===== src/rtl/guess_game_pkg.sv =====
// rtl/guess_game_pkg.sv - shared types and constants for the number-guess game sequencer
package guess_game_pkg;

  typedef enum logic [1:0] {
    IDLE = 2'd0,
    PLAY = 2'd1,
    WIN  = 2'd2,
    LOSE = 2'd3
  } gg_state_t;

  localparam logic [1:0] CMP_GT   = 2'd0;
  localparam logic [1:0] CMP_LT   = 2'd1;
  localparam logic [1:0] CMP_EQ   = 2'd2;
  localparam logic [1:0] CMP_NONE = 2'd3;
  localparam logic [1:0] PAGE_MAX = 2'd2;

  // Display page rotation 0 -> 1 -> 2 -> 0.
  function automatic logic [1:0] next_page(input logic [1:0] p);
    return (p >= PAGE_MAX) ? 2'd0 : p + 2'd1;
  endfunction

endpackage


===== src/rtl/guess_game_if.sv =====
// rtl/guess_game_if.sv - board-side buttons/switches and display-side status bundle
interface guess_game_if #(
  parameter int VAL_W = 17,
  parameter int TRY_W = 4
);
  logic             set_btn;
  logic             guess_btn;
  logic             page_btn;
  logic [VAL_W-1:0] n_in;
  logic [VAL_W-1:0] m_in;
  logic [TRY_W-1:0] tries_in;

  logic [VAL_W-1:0] n_value;
  logic [VAL_W-1:0] m_value;
  logic [1:0]       cmp_out;
  logic [TRY_W-1:0] try_cnt;
  logic [TRY_W-1:0] try_limit;
  logic [1:0]       page;
  logic             playing;
  logic             win;
  logic             lose;

  // Game controller side.
  modport master (
    input  set_btn, guess_btn, page_btn, n_in, m_in, tries_in,
    output n_value, m_value, cmp_out, try_cnt, try_limit, page, playing, win, lose
  );

  // Board / display side.
  modport slave (
    output set_btn, guess_btn, page_btn, n_in, m_in, tries_in,
    input  n_value, m_value, cmp_out, try_cnt, try_limit, page, playing, win, lose
  );
endinterface


===== src/rtl/gg_btn_cond.sv =====
// rtl/gg_btn_cond.sv - button synchroniser, optional debounce (GG_DEBOUNCE_EN), rising-edge pulse
module gg_btn_cond #(
  parameter int DB_CYC = 16
) (
  input  logic clk,
  input  logic rst_n,
  input  logic btn,
  output logic pulse
);

  logic s1, s2, lvl, lvl_q;

  // Two-flop synchroniser for the asynchronous button level.
  always_ff @(posedge clk or negedge rst_n) begin
    if (!rst_n) begin
      s1 <= 1'b0;
      s2 <= 1'b0;
    end else begin
      s1 <= btn;
      s2 <= s1;
    end
  end

`ifdef GG_DEBOUNCE_EN
  localparam int CW = $clog2(DB_CYC + 1);
  logic [CW-1:0] db_cnt;
  logic          filt;

  // Filtered level follows the synced level only after DB_CYC stable clocks.
  always_ff @(posedge clk or negedge rst_n) begin
    if (!rst_n) begin
      db_cnt <= '0;
      filt   <= 1'b0;
    end else if (s2 == filt) begin
      db_cnt <= '0;
    end else if (db_cnt == CW'(DB_CYC - 1)) begin
      db_cnt <= '0;
      filt   <= s2;
    end else begin
      db_cnt <= db_cnt + 1'b1;
    end
  end

  assign lvl = filt;
`else
  assign lvl = s2;
`endif

  // Previous level, so the pulse is combinational and lands one edge earlier.
  always_ff @(posedge clk or negedge rst_n) begin
    if (!rst_n) lvl_q <= 1'b0;
    else        lvl_q <= lvl;
  end

  assign pulse = lvl & ~lvl_q;

endmodule


===== src/rtl/guess_game_ctrl.sv =====
// rtl/guess_game_ctrl.sv - number-guess game FSM, compare, try counter, page select; GG_DEBOUNCE_EN adds button debounce
module guess_game_ctrl
  import guess_game_pkg::*;
#(
  parameter int VAL_W  = 17,
  parameter int TRY_W  = 4,
  parameter int DB_CYC = 16
) (
  input  logic         clk,
  input  logic         rst_n,
  guess_game_if.master gg
);

  logic set_p, guess_p, page_p;

  gg_btn_cond #(.DB_CYC(DB_CYC)) u_set   (.clk(clk), .rst_n(rst_n), .btn(gg.set_btn),   .pulse(set_p));
  gg_btn_cond #(.DB_CYC(DB_CYC)) u_guess (.clk(clk), .rst_n(rst_n), .btn(gg.guess_btn), .pulse(guess_p));
  gg_btn_cond #(.DB_CYC(DB_CYC)) u_page  (.clk(clk), .rst_n(rst_n), .btn(gg.page_btn),  .pulse(page_p));

  gg_state_t        state_q, state_d;
  logic [VAL_W-1:0] n_q, n_d, m_q, m_d;
  logic [1:0]       cmp_q, cmp_d, page_q, page_d;
  logic [TRY_W-1:0] cnt_q, cnt_d, lim_q, lim_d;
  logic             playing_q, win_q, lose_q;

  logic [1:0]       cmp_code;
  logic [TRY_W:0]   cnt_inc;

  assign cmp_code = (gg.m_in > n_q) ? CMP_GT :
                    (gg.m_in < n_q) ? CMP_LT : CMP_EQ;
  // One bit wider so the limit test cannot wrap.
  assign cnt_inc  = {1'b0, cnt_q} + 1'b1;

  // Next-state and next register values; set beats guess, terminal entry forces page 0.
  always_comb begin
    state_d = state_q;
    n_d     = n_q;
    m_d     = m_q;
    cmp_d   = cmp_q;
    cnt_d   = cnt_q;
    lim_d   = lim_q;
    page_d  = page_p ? next_page(page_q) : page_q;
    if (set_p) begin
      if (gg.tries_in != '0) begin
        n_d     = gg.n_in;
        lim_d   = gg.tries_in;
        cnt_d   = '0;
        cmp_d   = CMP_NONE;
        m_d     = '0;
        page_d  = 2'd0;
        state_d = PLAY;
      end else begin
        state_d = IDLE;
      end
    end else if (guess_p && state_q == PLAY) begin
      m_d   = gg.m_in;
      cnt_d = cnt_inc[TRY_W-1:0];
      cmp_d = cmp_code;
      if (cmp_code == CMP_EQ) begin
        state_d = WIN;
        page_d  = 2'd0;
      end else if (cnt_inc >= {1'b0, lim_q}) begin
        state_d = LOSE;
        page_d  = 2'd0;
      end
    end
  end

  // Game registers, with status flags registered from the next state.
  always_ff @(posedge clk or negedge rst_n) begin
    if (!rst_n) begin
      state_q   <= IDLE;
      n_q       <= '0;
      m_q       <= '0;
      cmp_q     <= CMP_NONE;
      cnt_q     <= '0;
      lim_q     <= '0;
      page_q    <= 2'd0;
      playing_q <= 1'b0;
      win_q     <= 1'b0;
      lose_q    <= 1'b0;
    end else begin
      state_q   <= state_d;
      n_q       <= n_d;
      m_q       <= m_d;
      cmp_q     <= cmp_d;
      cnt_q     <= cnt_d;
      lim_q     <= lim_d;
      page_q    <= page_d;
      playing_q <= (state_d == PLAY);
      win_q     <= (state_d == WIN);
      lose_q    <= (state_d == LOSE);
    end
  end

  assign gg.n_value   = n_q;
  assign gg.m_value   = m_q;
  assign gg.cmp_out   = cmp_q;
  assign gg.try_cnt   = cnt_q;
  assign gg.try_limit = lim_q;
  assign gg.page      = page_q;
  assign gg.playing   = playing_q;
  assign gg.win       = win_q;
  assign gg.lose      = lose_q;

endmodule

===== src/flat_wrapper.sv =====
// flat-port wrapper written by rule: the top's interface ports become plain ports
module guess_game_ctrl_flat import guess_game_pkg::*;
#(
  parameter int VAL_W  = 17,
  parameter int TRY_W  = 4,
  parameter int DB_CYC = 16
)
  (clk, rst_n, gg_set_btn, gg_guess_btn, gg_page_btn, gg_n_in, gg_m_in, gg_tries_in, gg_n_value, gg_m_value, gg_cmp_out, gg_try_cnt, gg_try_limit, gg_page, gg_playing, gg_win, gg_lose);
  guess_game_if #(.VAL_W(VAL_W), .TRY_W(TRY_W)) gg_i ();
  input  logic clk;
  input  logic rst_n;
  input wire logic [$bits(gg_i.set_btn)-1:0] gg_set_btn;
  input wire logic [$bits(gg_i.guess_btn)-1:0] gg_guess_btn;
  input wire logic [$bits(gg_i.page_btn)-1:0] gg_page_btn;
  input wire logic [$bits(gg_i.n_in)-1:0] gg_n_in;
  input wire logic [$bits(gg_i.m_in)-1:0] gg_m_in;
  input wire logic [$bits(gg_i.tries_in)-1:0] gg_tries_in;
  output wire logic [$bits(gg_i.n_value)-1:0] gg_n_value;
  output wire logic [$bits(gg_i.m_value)-1:0] gg_m_value;
  output wire logic [$bits(gg_i.cmp_out)-1:0] gg_cmp_out;
  output wire logic [$bits(gg_i.try_cnt)-1:0] gg_try_cnt;
  output wire logic [$bits(gg_i.try_limit)-1:0] gg_try_limit;
  output wire logic [$bits(gg_i.page)-1:0] gg_page;
  output wire logic [$bits(gg_i.playing)-1:0] gg_playing;
  output wire logic [$bits(gg_i.win)-1:0] gg_win;
  output wire logic [$bits(gg_i.lose)-1:0] gg_lose;
  assign gg_i.set_btn = gg_set_btn;
  assign gg_i.guess_btn = gg_guess_btn;
  assign gg_i.page_btn = gg_page_btn;
  assign gg_i.n_in = gg_n_in;
  assign gg_i.m_in = gg_m_in;
  assign gg_i.tries_in = gg_tries_in;
  assign gg_n_value = gg_i.n_value;
  assign gg_m_value = gg_i.m_value;
  assign gg_cmp_out = gg_i.cmp_out;
  assign gg_try_cnt = gg_i.try_cnt;
  assign gg_try_limit = gg_i.try_limit;
  assign gg_page = gg_i.page;
  assign gg_playing = gg_i.playing;
  assign gg_win = gg_i.win;
  assign gg_lose = gg_i.lose;
  guess_game_ctrl #(.VAL_W(VAL_W), .TRY_W(TRY_W), .DB_CYC(DB_CYC)) u_core (.clk(clk), .rst_n(rst_n), .gg(gg_i));
endmodule

===== config.mk =====
export PLATFORM = sky130hd
export DESIGN_NAME = guess_game_ctrl_flat
export DESIGN_NICKNAME = d
export VERILOG_FILES = /design/src/rtl/guess_game_pkg.sv /design/src/rtl/guess_game_if.sv /design/src/rtl/gg_btn_cond.sv /design/src/rtl/guess_game_ctrl.sv /design/src/flat_wrapper.sv
export SDC_FILE = /design/constraint.sdc
export NUM_CORES = 1
export LEC_CHECK = 0
export CORE_ASPECT_RATIO = 1.2
export CORE_MARGIN = 2
export CORE_UTILIZATION = 41
export DETAILED_ROUTE_END_ITERATION = 6
export MAX_ROUTING_LAYER = met4
export PLACE_DENSITY = 0.83
export REMOVE_ABC_BUFFERS = 1
export SYNTH_ARGS = -nofsm -noshare
export SYNTH_HDL_FRONTEND = slang
export SYNTH_SLANG_ARGS = --single-unit
export TNS_END_PERCENT = 30

===== constraint.sdc =====
create_clock -name clk -period 1.9 [get_ports clk]
set_input_delay 0.19 -clock clk [delete_from_list [all_inputs] [get_ports clk]]
set_output_delay 0.19 -clock clk [all_outputs]
set_load 0.02 [all_outputs]

# Word-level counts from Yosys, hierarchy flattened
# Cells that the tools add are included.
dict set report word_totals {
  register_bits 60
}
dict set report classes {
  add_sub_neg 2
  order_cmp 4
  eq_ne 6
  muxes 23
  bitwise_logic 6
  n_reduce_logical 5
}
# operator n
set op_table {}
lappend op_table {{$mux W17} 3}
lappend op_table {{$mux W2} 16}
lappend op_table {{$gt A17 B17 Y1} 1}
lappend op_table {{$lt A17 B17 Y1} 1}
lappend op_table {{$mux W4} 3}
lappend op_table {{$eq A2 B2 Y1 const B} 3}
lappend op_table {{$add A4 B1 Y5 const B} 1}
lappend op_table {{$ge A5 B4 Y1} 1}
lappend op_table {{$eq A2 B1 Y1 const B} 2}
lappend op_table {{$reduce_and A2 Y1} 2}
lappend op_table {{$reduce_bool A4 Y1} 1}
lappend op_table {{$and A1 B1 Y1} 3}
lappend op_table {{$not A1 Y1} 3}
lappend op_table {{$add A2 B1 Y2 const B} 1}
lappend op_table {{$ge A2 B2 Y1 const B} 1}
lappend op_table {{$ne A2 B2 Y1 const B} 1}
lappend op_table {{$reduce_bool A2 Y1} 1}
lappend op_table {{$logic_and A1 B1 Y1} 1}
lappend op_table {{$mux W1} 1}

# Longest topological paths before layout
dict set report depth {
  word_depth 8
  depth_mapped 8
  mapped_depth_nobuf 8
}

# Cells and area by module
# Synthesis repeated with hierarchy kept, for this count alone.
dict set report hier_totals {
  cells_unflattened 268
  hier_area_um2 2861.5
}
# mod instances cells_each area_per_inst_um2
set modules_own_cells {}
lappend modules_own_cells {guess_game_ctrl 1 256 2595.0}
lappend modules_own_cells {gg_btn_cond 3 4 88.8}

# Worst setup path before layout
# OpenSTA, ideal clock, no wires.
dict set report synth_path {
  kind {flip-flop to flip-flop}
  from {register u_core.n_q[16], in the netlist u_core.gg.n_value[16]}
  to {register u_core.playing_q, in the netlist u_core.gg.playing}
  setup_ns 0.120
  arrival_ns 1.854
  required_time_ns 1.780
  slack_ns -0.073
  path_stages_with_launch 9
  path_buffers 0
  cell_sequence {dfrtp_1 > inv_1 > ha_1 > nand4_4 > nor4_4 > nand3_1 > a31oi_1 > o21bai_2 > and3_1}
}
dict set report synth_between {
  elab_chain_len 8
  word_cells_on_any_way 9
}
# element line
set synth_lines {}
lappend synth_lines {{start, declared} guess_game_ctrl.sv:21} ;# logic [VAL_W-1:0] n_q, n_d, m_q, m_d;
lappend synth_lines {{start signal, assigned} guess_game_ctrl.sv:84} ;# n_q <= n_d;
lappend synth_lines {{$lt A17 B17 Y1} guess_game_ctrl.sv:30} ;# (gg.m_in < n_q) ? CMP_LT : CMP_EQ;
lappend synth_lines {{$mux W2} guess_game_ctrl.sv:30}
lappend synth_lines {{$mux W2 *} guess_game_ctrl.sv:29} ;# assign cmp_code = (gg.m_in > n_q) ? CMP_GT :
lappend synth_lines {{$eq A2 B2 Y1 *} guess_game_ctrl.sv:59} ;# if (cmp_code == CMP_EQ) begin
lappend synth_lines {{$mux W2 *} guess_game_ctrl.sv:59}
lappend synth_lines {{$mux W2 *} guess_game_ctrl.sv:55} ;# end else if (guess_p && state_q == PLAY) begin
lappend synth_lines {{$mux W2 *} guess_game_ctrl.sv:43} ;# if (set_p) begin
lappend synth_lines {{net u_core.state_d[0]} guess_game_ctrl.sv:20} ;# gg_state_t state_q, state_d;
lappend synth_lines {{$eq A2 B1 Y1 *} guess_game_ctrl.sv:90} ;# playing_q <= (state_d == PLAY);
lappend synth_lines {{end signal, assigned} guess_game_ctrl.sv:90}
lappend synth_lines {{end, declared} guess_game_ctrl.sv:24} ;# logic playing_q, win_q, lose_q;
# The timed path passes the listed nets; every way through them passes the cells marked *.
# A chain may end at the register's enable or synchronous reset.

# Final worst setup path
dict set report layout_path {
  from {register u_core.cnt_q[0], in the netlist u_core.gg.try_cnt[0]}
  to {register u_core.playing_q, in the netlist u_core.gg.playing}
}
dict set report layout_between {
  elab_chain_len 7
}
# element line
set layout_lines {}
lappend layout_lines {{start, declared} guess_game_ctrl.sv:23} ;# logic [TRY_W-1:0] cnt_q, cnt_d, lim_q, lim_d;
lappend layout_lines {{start signal, assigned} guess_game_ctrl.sv:87} ;# cnt_q <= cnt_d;
lappend layout_lines {{$add A4 B1 Y5} guess_game_ctrl.sv:32} ;# assign cnt_inc = {1'b0, cnt_q} + 1'b1;
lappend layout_lines {{$ge A5 B4 Y1} guess_game_ctrl.sv:62} ;# end else if (cnt_inc >= {1'b0, lim_q}) begin
lappend layout_lines {{$mux W2} guess_game_ctrl.sv:62}
lappend layout_lines {{$mux W2} guess_game_ctrl.sv:59}
lappend layout_lines {{$mux W2} guess_game_ctrl.sv:55}
lappend layout_lines {{$mux W2} guess_game_ctrl.sv:43}
lappend layout_lines {{$eq A2 B1 Y1} guess_game_ctrl.sv:90}
# Every way passes these cells.

==> key figures <==
Run status
  • Result of the run: finished with violations
  • Failing checks: negative setup slack

Clock tree
  • Clock-pin slew on the worst setup and hold paths: roughly 0.060 ns
  • Worst-skew pair later-pin latency: ~0.34 ns
  • Clock sink count: 60
  • CTS tree: yes
  • Clock Path Buffers: 2
  • Cell at the root of the clock tree: sky130_fd_sc_hd__clkbuf_8
  • CTS buffer count: 9
  • CTS H-tree lvls: 3

Setup path
  • Slowest cell on crit path: sky130_fd_sc_hd__dfrtp_1
  • Category of the most critical setup path: flip-flop to flip-flop
  • Worst Path Arrival: 2.21 ns
  • Top Family by Delay on Critical Path: compound AO/OA/AOI/OAI gates
  • Worst stage delay on the critical path: 0.40 ns
  • Buffers plus inverters on the worst setup path: 2
  • Cells along the critical path: buf_6 -> nand3_4 -> xnor2_4 -> ha_4 -> o21ai_2 -> o21a_1 -> buf_4 -> a21oi_4 -> nand2_4 -> and3_4
  • Setup crit start kind: flip-flop
  • Data required time at the worst endpoint: 2.13 ns
  • Critical Path Fanout Max: 5
  • Worst Setup End Kind: flip-flop

Power and ir drop
  • Leakage power: approximately 1.9 nW
  • VDD IR max: between 0.5 and 0.6 mV
  • Total power consumption of the routed design: roughly 4 mW
  • Total power density per cell area: ~930 nW/um^2

Min path
  • Class of the most critical hold timing path: input pin to flip-flop

Route
  • Count of antenna-violating nets left after detailed routing: 0
  • Routed WL per cell: about 16 um
  • Number of DRC violations after detailed-routing iteration 0: 141
  • Mean number of vias per cell: between 5 and 6
  • Final routed DRC violation total: 0
  • Routed WL: between 7000 and 8000 um
  • Total number of vias: roughly 2300
  • Number of iterations in the first detailed-routing pass: 4

Global route
  • GRT Residual Overflow: 0
  • Largest net degree at the start of global routing: 36
  • Initial antenna violation count: 0
  • GRT Util Overall: 20.6%
  • Number of global-route vias before repair: 2414
  • Global-route wire length before repair: 11300 um

Placement
  • Placed cell area: around 3800 um^2
  • Final RePlAce weighted congestion: ~0.8
  • IO buf count: 91
  • Placed Cells: ~420
  • Placed wire-length estimate after detailed placement: a little under 5000 um

Floorplan
  • Chip height: between 90 and 100 um
  • Die outline area: 7340 um^2
  • Area of the placeable core: 6450 um^2
  • Effective utilization at floorplan: a little over two fifths
  • I/O pin count: between 90 and 100
  • Horiz. Die Dim: just under 80 um
  • Number of cell rows: 32

Synth
  • Post-Synthesis Cell Area: ~2700 um^2
  • Distinct cell type count of the synthesized netlist: 40
  • Average size of a mapped cell: between 10 and 15 um^2
  • Number of instances in the synthesized netlist: between 200 and 250
  • Warning count from the yosys run: 0
  • Seq/Total Area, Yosys: ~55%
  • #FFs+latches synth: 60

STA
  • Worst-case headroom to the max-slew limit: 59.4%
  • Ratio of final minimum period to clock period: 104%
  • WHS: roughly 0.30 ns
  • Final setup viols: 7
  • Setup repair after global routing missed its margin: yes
  • Slew at the pin closest to its max-slew limit: between 0.6 and 0.7 ns
  • Timing-limited maximum frequency: about 0.50 GHz
  • Shortest clock period the worst path allows after layout: between 1.5 and 2 ns
  • Final Skew: 0.00795 ns
  • Worst Slack Setup Final: -0.0810 ns
  • Hold Violations, Final: 0
  • Final max-slew violation count: 0

Finish
  • Syn-to-layout area delta: 61.3%
  • Final Non-Filler Cells: ~450
  • Nets: between 400 and 500
  • Layout Utilization: roughly two thirds
  • Antenna fix cells: 0
  • Layout cell share with drive strength beyond 1: approximately 23%
  • Final non-filler cell area: 4410 um^2

Run
  • Max capacitance violation total: 0
## cells in the final DEF (no fill, tap or decap), types with 2 or more instances in the layout
cell	synthesis	routed
sky130_fd_sc_hd__mux2i_1	2	2
sky130_fd_sc_hd__buf_4	0	20
sky130_fd_sc_hd__nand2_1	30	30
sky130_fd_sc_hd__a211oi_2	0	3
sky130_fd_sc_hd__o21ai_1	2	2
sky130_fd_sc_hd__buf_6	0	3
sky130_fd_sc_hd__nand4_1	3	3
sky130_fd_sc_hd__nor2_1	4	4
sky130_fd_sc_hd__dfstp_2	2	2
sky130_fd_sc_hd__nor3_1	2	2
sky130_fd_sc_hd__nand2b_4	1	2
sky130_fd_sc_hd__o21a_1	2	2
sky130_fd_sc_hd__inv_1	21	17
sky130_fd_sc_hd__clkbuf_8	0	11
sky130_fd_sc_hd__a21oi_1	9	8
sky130_fd_sc_hd__inv_2	0	4
sky130_fd_sc_hd__nand4_4	1	2
sky130_fd_sc_hd__clkinv_2	0	2
sky130_fd_sc_hd__o21ai_0	24	23
sky130_fd_sc_hd__buf_12	0	2
sky130_fd_sc_hd__ha_1	22	9
sky130_fd_sc_hd__nor2b_1	2	2
sky130_fd_sc_hd__ha_4	0	13
sky130_fd_sc_hd__a22o_1	18	18
sky130_fd_sc_hd__nand3_1	5	4
sky130_fd_sc_hd__clkdlybuf4s50_1	0	90
sky130_fd_sc_hd__dfrtp_1	58	57
## stage by stage
step           setup slack (ns)  setup TNS [ns]
4_1_cts                 -0.0499          -0.141
6_report                -0.0810          -0.345
5_1_grt                  -0.186           -1.10
2_1_floorplan            -0.302           -5.48
3_3_place_gp             -0.270           -1.86
3_5_place_dp             -0.346           -2.34
## worst paths after layout
| kind | startpoint | cells past startpoint | endpoint | slack [ns] |
|---|---|---|---|---|
| setup reg to reg | u_core.gg.try_cnt[0] | 10 | u_core.gg.playing | -0.08 |
| hold reg to reg | u_core.u_page.s1 | 0 | u_core.u_page.lvl | 0.35 |
| min in group asynchronous | rst_n | 2 | u_core.gg.n_value[11] | 0.41 |
| hold / removal | gg_set_btn | 1 | u_core.u_set.s1 | 0.30 |
| max in group asynchronous | rst_n | 3 | u_core.gg.cmp_out[1] | 0.84 |
| setup / recovery | u_core.gg.try_cnt[0] | 10 | u_core.gg.playing | -0.08 |
## flip-flops by register name, indices dropped and copies added (netlist names)
| name | cells |
|---|---|
| u_core.u_guess.s1 | 1 |
| u_core.gg.lose | 1 |
| u_core.u_set.s1 | 1 |
| u_core.gg.try_cnt | 4 |
| u_core.gg.page | 2 |
| u_core.gg.playing | 1 |
| u_core.u_guess.lvl | 1 |
| u_core.state_q | 2 |
| u_core.u_page.lvl | 1 |
| u_core.gg.n_value | 17 |
| u_core.gg.try_limit | 4 |
| u_core.gg.win | 1 |
| u_core.u_page.s1 | 1 |
| u_core.gg.cmp_out | 2 |
| u_core.u_page.lvl_q | 1 |
| u_core.gg.m_value | 17 |
| u_core.u_guess.lvl_q | 1 |
| u_core.u_set.lvl | 1 |
| u_core.u_set.lvl_q | 1 |
## where the power goes
part,internal (mW),switching (mW),total [mW]
Combinational,0.710,0.665,1.37
Clock,0.673,0.483,1.16
Sequential,1.44,0.108,1.55
Total,2.83,1.26,4.08
## cells in the mapped netlist, drive strengths merged
cell type	number	area, um^2
buf	3	15.0
dfstp	2	52.6
dfrtp	58	1450
a2bb2oi	1	8.76
nand2	31	119
nand2b	3	26.3
a221oi	1	15.0
a211oi	3	22.5
ha	22	275
o22ai	1	6.26
o21ai	26	130
nand4	6	65.1
a21oi	10	53.8
a31oi	2	12.5
nor4	2	33.8
o21bai	1	11.3
a22o	18	158
mux2i	2	20.0
nor3b	1	12.5
mux2	2	22.5
nor2	5	21.3
inv	21	78.8
clkbuf	6	22.5
o21a	2	15.0
xor2	1	8.76
nor2b	2	12.5
and3	2	12.5
nand3	5	25.0
nor3	2	10.0
xnor2	1	8.76
a21boi	1	7.51
## routing by layer
| metal | global-route usage [%] | share of wire [%] |
|---|---|---|
| met5 | - | 0 |
| met4 | 8.77 | 1.7 |
| met3 | 3.86 | 4.3 |
| met2 | 33.5 | 52 |
| met1 | 25.2 | 42 |
## cell type report
type / instances / area, um^2
inverters: 21 / 78.8
well taps: 85 / 106
clock buffers: 12 / 155
multi-input cells: 153 / 1380
fillers: 456 / 2040
clock inverters: 4 / 47.5
repair buffers: 117 / 1140
flip-flops and latches: 60 / 1510
## what timing repair did
action / 4_1_cts / 5_1_grt
setup endpoints to repair: 7 / 7
pin swaps: 11 / 14
setup buffers: 2 / 9
hold buffers: 1 / 0
endpoints found under the hold margin: 25 / 0
gates resized for setup: 9 / 30
## logic make-up after synthesis
family / Yosys count / synth area share (%)
mux: 4 / 1.56
compound gates: 66 / 16.1
flops: 60 / 55.0
simple gates: 59 / 12.4
buf+inv: 30 / 4.26
xor+xnor: 2 / 0.641
fa+ha+maj: 22 / 10.1
(Power assumes the default switching activity.)
